--- src/rtl/uart_rx_pkg.sv ---
// Shared definitions for the UART receiver: default bit period, data width
// and the receive FSM state encoding.
package uart_rx_pkg;

  // 9600 baud at a 10 MHz system clock.
  localparam int DEFAULT_CLKS_PER_BIT = 1042;
  localparam int DATA_W               = 8;

  typedef enum logic [2:0] {
    S_IDLE  = 3'd0,
    S_START = 3'd1,
    S_DATA  = 3'd2,
    S_STOP  = 3'd3,
    S_BREAK = 3'd4
  } rx_state_t;

endpackage

--- src/rtl/uart_rx_sync.sv ---
// Generic 2-flop synchronizer for a single asynchronous input. Both flops
// take RST_VAL on reset so the downstream logic sees a defined level.
module uart_rx_sync #(
  parameter logic RST_VAL = 1'b1
) (
  input  logic clk,
  input  logic rst,
  input  logic d,
  output logic q
);

  logic meta_reg;

  // Two-stage resynchronization of d into the clk domain.
  always_ff @(posedge clk or posedge rst) begin
    if (rst) begin
      meta_reg <= RST_VAL;
      q        <= RST_VAL;
    end else begin
      meta_reg <= d;
      q        <= meta_reg;
    end
  end

endmodule

--- src/rtl/uart_rx.sv ---
// 8N1 UART receiver. Confirms the start bit at mid-bit, samples each data
// bit one bit period later (LSB first), and checks the stop bit. A low stop
// bit reports one framing error and then waits for the line to go high again.
module uart_rx
  import uart_rx_pkg::*;
#(
  parameter int CLKS_PER_BIT = DEFAULT_CLKS_PER_BIT
) (
  input  logic              i_clk,
  input  logic              i_rst,
  input  logic              i_rx_serial,
  output logic              o_rx_dv,
  output logic [DATA_W-1:0] o_rx_byte,
  output logic              o_rx_active,
  output logic              o_rx_frame_err
);

  localparam int            CW   = $clog2(CLKS_PER_BIT);
  localparam logic [CW-1:0] HALF = CW'((CLKS_PER_BIT - 1) / 2);
  localparam logic [CW-1:0] LAST = CW'(CLKS_PER_BIT - 1);

  logic              rx_s;
  rx_state_t         state_reg, state_next;
  logic [CW-1:0]     cnt_reg, cnt_next;
  logic [2:0]        idx_reg, idx_next;
  logic [DATA_W-1:0] shift_reg, shift_next;
  logic [DATA_W-1:0] byte_reg, byte_next;
  logic              dv_reg, dv_next;
  logic              ferr_reg, ferr_next;

  uart_rx_sync #(.RST_VAL(1'b1)) u_sync (
    .clk (i_clk),
    .rst (i_rst),
    .d   (i_rx_serial),
    .q   (rx_s)
  );

  // State, counters, shift register and output registers.
  always_ff @(posedge i_clk or posedge i_rst) begin
    if (i_rst) begin
      state_reg <= S_IDLE;
      cnt_reg   <= '0;
      idx_reg   <= '0;
      shift_reg <= '0;
      byte_reg  <= '0;
      dv_reg    <= 1'b0;
      ferr_reg  <= 1'b0;
    end else begin
      state_reg <= state_next;
      cnt_reg   <= cnt_next;
      idx_reg   <= idx_next;
      shift_reg <= shift_next;
      byte_reg  <= byte_next;
      dv_reg    <= dv_next;
      ferr_reg  <= ferr_next;
    end
  end

  // Next-state logic; the strobes default low so each lasts one cycle.
  always_comb begin
    state_next = state_reg;
    cnt_next   = cnt_reg;
    idx_next   = idx_reg;
    shift_next = shift_reg;
    byte_next  = byte_reg;
    dv_next    = 1'b0;
    ferr_next  = 1'b0;
    case (state_reg)
      S_IDLE: begin
        cnt_next = '0;
        idx_next = '0;
        if (!rx_s) state_next = S_START;
      end
      S_START: begin
        if (cnt_reg != HALF) begin
          cnt_next = cnt_reg + CW'(1);
        end else begin
          // Line back high at mid start bit: a glitch, drop it silently.
          cnt_next   = '0;
          state_next = rx_s ? S_IDLE : S_DATA;
        end
      end
      S_DATA: begin
        if (cnt_reg != LAST) begin
          cnt_next = cnt_reg + CW'(1);
        end else begin
          cnt_next            = '0;
          shift_next[idx_reg] = rx_s;
          if (idx_reg == 3'd7) begin
            idx_next   = '0;
            state_next = S_STOP;
          end else begin
            idx_next = idx_reg + 3'd1;
          end
        end
      end
      S_STOP: begin
        if (cnt_reg != LAST) begin
          cnt_next = cnt_reg + CW'(1);
        end else begin
          cnt_next = '0;
          if (rx_s) begin
            byte_next  = shift_reg;
            dv_next    = 1'b1;
            state_next = S_IDLE;
          end else begin
            ferr_next  = 1'b1;
            state_next = S_BREAK;
          end
        end
      end
      S_BREAK: begin
        // Hold here while the line stays low so a break reports only once.
        if (rx_s) state_next = S_IDLE;
      end
      default: state_next = S_IDLE;
    endcase
  end

  assign o_rx_dv        = dv_reg;
  assign o_rx_frame_err = ferr_reg;
  assign o_rx_byte      = byte_reg;
  assign o_rx_active    = (state_reg != S_IDLE);

endmodule

--- config.mk ---
export PLATFORM = sky130hd
export DESIGN_NAME = uart_rx
export DESIGN_NICKNAME = d
export VERILOG_FILES = /design/src/rtl/uart_rx_pkg.sv /design/src/rtl/uart_rx_sync.sv /design/src/rtl/uart_rx.sv
export SDC_FILE = /design/constraint.sdc
export NUM_CORES = 1
export LEC_CHECK = 0
export CORE_UTILIZATION = 60
export DETAILED_ROUTE_END_ITERATION = 10
export PLACE_DENSITY = 0.78
export SLEW_MARGIN = 15
export SYNTH_ARGS = -nofsm -noshare
export SYNTH_HDL_FRONTEND = slang
export SYNTH_SLANG_ARGS = --single-unit
--- constraint.sdc ---
create_clock -name i_clk -period 4.75 [get_ports i_clk]
set_input_delay 0.95 -clock i_clk [delete_from_list [all_inputs] [get_ports i_clk]]
set_output_delay 0.95 -clock i_clk [all_outputs]
set_load 0.01 [all_outputs]
### Yosys cells after proc, flatten, opt, wreduce, memory -nomap -nowiden

Index checks and enable logic that the tools add are counted.

* $add $sub $neg: 2
* $lt $le $gt $ge: 2
* equality and inequality tests: 13
* multiplexer cells: 24
* bitwise gates (word level): 1
* reductions and logical operators: 10

Operators with widths (count)
* case mux 11 bit (3 select lines): 1
* two-way mux 3 bit: 9
* two-way mux 11 bit: 2
* case mux 3 bit (5 select lines): 1
* adder 11 x 1 -> 11 bit (second input constant): 1
* != test 11 x 10 -> 1 bit (second input constant): 1
* != test 11 bit (second input constant): 1
* != test 2 bit (second input constant): 5
* bitwise mux 8 bit: 1
* two-way mux 1 bit: 7
* equality test 3 x 2 -> 1 bit (second input constant): 2
* equality test 3 bit (second input constant): 2
* case mux 3 bit (2 select lines): 1
* AND reduction 6 bit: 1
* nonzero test 3 bit: 2
* < comparator 3 x 4 -> 1 bit (second input constant): 1
* AND reduction 2 bit: 2
* adder 3 x 1 -> 3 bit (second input constant): 1
* demux 1 bit (select 3 bit): 1
* equality test 3 x 1 -> 1 bit (second input constant): 1
* >= comparator 3 x 1 -> 1 bit (second input constant): 1
* zero test 3 bit: 1
* AND reduction 3 bit: 1
* two-way mux 2 bit: 1
* 5 further kinds: 5

* bits in registers: 37
* input bits: 3
* output and inout port bits: 11

### Longest topological paths before layout

* depth after elaboration: 5
* depth in mapped cells: 7
* mapped depth without buffers: 6

### By module

Synthesis repeated with hierarchy kept, for this count alone.

* cells, all modules: 177
* area, all modules: 1859.3 um^2

By module, submodules not included
* uart_rx: instances 1, cells each 174, area an instance 1803.0 um^2, sequential area each 875.8 um^2
* uart_rx_sync: instances 1, cells each 3, area an instance 56.3 um^2, sequential area each 52.6 um^2

### Worst setup path before layout

No wires, ideal clock.

* path type: register to register
* start: reg cnt_reg[5]
* end: reg shift_reg[2]
* library setup time: 0.125 ns
* data arrival time: 1.890 ns
* data required time: 4.625 ns
* setup slack: 2.735 ns
* stages on the path, launching flop included: 5
* clock period less this slack: 2.015 ns
* cells stage by stage: dfrtp_1 -> or4_4 -> nor4_4 -> and4bb_2 -> mux2_2

* longest elaborated chain between the ends: 3

RTL lines
* start: declaration: line uart_rx.sv:24 `logic [CW-1:0] cnt_reg, cnt_next;`
* start signal: assignment: line uart_rx.sv:50 `cnt_reg <= cnt_next;`
* != test 11 bit: line uart_rx.sv:84 `if (cnt_reg != LAST) begin`
* NOT 1 bit (no source line)
* AND reduction 2 bit (no source line)
* end signal: assignment: line uart_rx.sv:52 `shift_reg <= shift_next;`
* end: declaration: line uart_rx.sv:26 `logic [DATA_W-1:0] shift_reg, shift_next;`

No other way between the ends.
A chain may end at the register's enable or synchronous reset.

### Worst setup path in the final report

* start: reg state_reg[2]
* end: out o_rx_active

* longest elaborated chain between the ends: 1

RTL lines
* start: declaration: line uart_rx.sv:23 `rx_state_t state_reg, state_next;`
* start signal: assignment: line uart_rx.sv:49 `state_reg <= state_next;`
* nonzero test 3 bit: line uart_rx.sv:123 `assign o_rx_active = (state_reg != S_IDLE);`
* end: declaration: line uart_rx.sv:14 `output logic o_rx_active,`

No other way between the ends.

==> out/summary.txt <==
Highest net fanout along the worst path = 15
Failing checks = design-rule violations
Setup TNS after final layout = 0 ns
Syn_area_per_cell = 11.0 um2
Initial Utilization = 64.6%
Core area = 0.00281 mm2
Final hold vios = 0
Hpwl dp = 2370 um
WP data required = 3.80 ns
Drt first pass iters = 7
Diode count = 0
Slowest CP cell = dfrtp_1
Synth area leaders = dfrtp_1 (48%), mux2_2 (9.9%), ha_1 (3.5%)
Worst EP arrival = 2.05 ns
Number of global-route vias before repair = 1220
Post-synthesis sequential area ratio = 51.2%
Worst setup path startpoint = state_reg[2]
Layout cell share with drive strength beyond 1 = 18.1%
Crit path max-delay family = buffers and inverters
# rows = 19
Final setup vio count = 0
Area leader, netlist = dfrtp_1
Buf/Inv on CP = 2
Post-synthesis mux area share = 9.94%
Simple-Gate Fraction of Synth Area = 20.6%
Post-synthesis instance total = 164
Detail Route Antenna Nets = 0
Max-slew headroom = 56.3%
CTS tree = done
Vias = 1285
Compound-Gate Fraction of Synth Area = 7.73%
Measured slew at the worst slew-check pin = 0.650 ns
Flops & latches, synth = 37
Origin of the critical flop-to-flop path = cnt_reg[5]
HP Class = reg -> reg
Status = finished, violations left
Area growth, synth to finish = 10.6%
Postcts setup bufs = 0
Hold Startpoint = u_sync.meta_reg
Io pins = 14
Num CTS Buffers = 5
Mapped Area = 0.00181 mm2
Slowest stage delay, CP = 0.62 ns
Number of flip-flops in the largest register = 11
Gpl congestion = 0.861
RSZ-0062 raised after global routing = false
Worst hold slack = 0.359 ns
Vias per inst = 6.18
CP cell instances = inv_1 -> nand2_1 -> clkdlybuf4s50_1
DR DRC count = 2
Final Cell Area = 0.00200 mm2
H-tree Lvls = 2
Chip width = 57.0 um
Final Cycle Share = 63.2%
Die area = 0.00324 mm2
Total Power = 0.502 mW
GR Overflow Total = 0
Xor-xnor portion of the synthesized cell area = 2.90%
Drt wl/cell = 16.9 um
Overall Global Routing Usage = 23.9%
Power Density = 251 mW/mm2
Final min period = 3.00 ns
Synth Area in Adders = 3.45%
CTS root buf = clkbuf_4
Ys flop type = dfrtp_1
Crit path launch type = register
CTS clk-pin slew, worst paths = 0.11 ns
Nets = 184
Post-DP Area = 0.00194 mm2
Final WL = 3510 um
YS warnings = 0
Synth cell types = 36
Iter 0 DRT Violations = 48
Clock buffer depth = 2
FMAX = 333 MHz
Post-CTS resize count = 0
Initial antenna violation count = 0
Largest family of logic cells by synthesized area = simple AND/OR/NAND/NOR gates
Clk Latency, worst-skew pair = 0.35 ns
Syn_nets = 172
Die Ht = 57.0 um
Largest net degree at the start of global routing = 38
Leak Pwr = 0.858 nW
Synth top area share = 48.3%
Number of synthesized flops with an enable pin = 0
Asr flop ratio synth = 100%
First-pass GRT wire length = 5690 um
CP Capture Type = output pin
Worst clock skew = 0.0129 ns
Final Max Tran Viols = 0
Hold buffers post-CTS = 0
Max_cap viols = 0
IO buf count = 13
Clk sinks = 37
Worst IR Drop VDD = 249 uV
CP Class = reg -> out
==> through the flow <==
| stage | setup WS, ns | utilization [%] | std cells |
|---|---|---|---|
| finish | 1.75 | 71.4 | 208 |
| global route | 1.64 | 71.4 | 208 |
| CTS | 1.74 | 71.4 | 208 |
| detailed placement | 2.14 | 69.2 | 200 |
| global placement | 2.20 | 69.2 | 200 |
| floorplan | 2.74 | - | 164 |
==> logic make-up (layout without fill, tap and decap cells) <==
family	after synthesis	count (layout)
compound gates	23	23
xor+xnor	6	6
fa+ha+maj	5	5
buf+inv	16	29
flops	37	37
mux	16	16
simple gates	61	61
==> cell type report <==
cell class / instances / area [um2]
clock inverter: 1 / 7.51
timing repair buffer: 14 / 138
clock buffer: 7 / 55.1
multi-input combinational: 111 / 810
sequential: 37 / 928
tap: 31 / 38.8
fill: 215 / 802
inverter: 7 / 26.3
==> layout by cell type, fill, tap and decap left out, drive strengths merged, types with 2 or more instances in the layout <==
master,n
o21ai,7
a21oi,9
a311oi,2
dfstp,2
xnor2,4
xor2,2
nand3,7
o22ai,2
dfrtp,35
nand4,3
mux2,16
inv,7
and4,3
clkbuf,7
nor4b,2
ha,5
nand4b,5
clkdlybuf4s50,13
nand2,16
nor2,9
nor4,2
and4bb,2
nor3,5
nor3b,2
==> worst reg2reg max path, stage by stage (launching register included) <==
cell and delay, ns:
dfrtp_1 0.46, or4_4 0.60, nor4_4 0.62, and4bb_2 0.32, mux2_2 0.33
==> where the power goes <==
part,switching (mW),internal [mW]
combinational,0.00617,0.00228
sequential,0.00174,0.316
clock,0.103,0.0724
==> worst paths after layout <==
| kind | to | slack [ns] | cells past startpoint |
|---|---|---|---|
| max | o_rx_active | 1.75 | 3 |
| min | u_sync.q | 0.36 | 0 |
| max reg2reg | shift_reg[4] | 2.32 | 4 |
| min reg2reg | u_sync.q | 0.36 | 0 |
| max in group asynchronous | u_sync.meta_reg | 3.41 | 3 |
| min in group asynchronous | idx_reg[0] | 0.99 | 3 |
==> cell usage after synthesis (3+ instances only) <==
| library cell | n |
|---|---|
| a21oi_1 | 9 |
| clkbuf_1 | 5 |
| dfrtp_1 | 35 |
| ha_1 | 5 |
| inv_1 | 7 |
| mux2_2 | 16 |
| nand2_1 | 16 |
| nand3_1 | 7 |
| nand4_1 | 3 |
| nand4b_1 | 5 |
| nor2_1 | 9 |
| nor3_1 | 5 |
| o21ai_0 | 7 |
| xnor2_1 | 4 |
==> per-layer routing <==
layer / track usage (%) / part of all wire, % / vias up
li1: - / - / 615
met1: 31.3 / 45 / 633
met2: 37.6 / 50 / 30
met3: 6.80 / 3.4 / 7
met4: 10.1 / 1.7 / 0
met5: 0 / 0 / -
(Power assumes the default switching activity.)
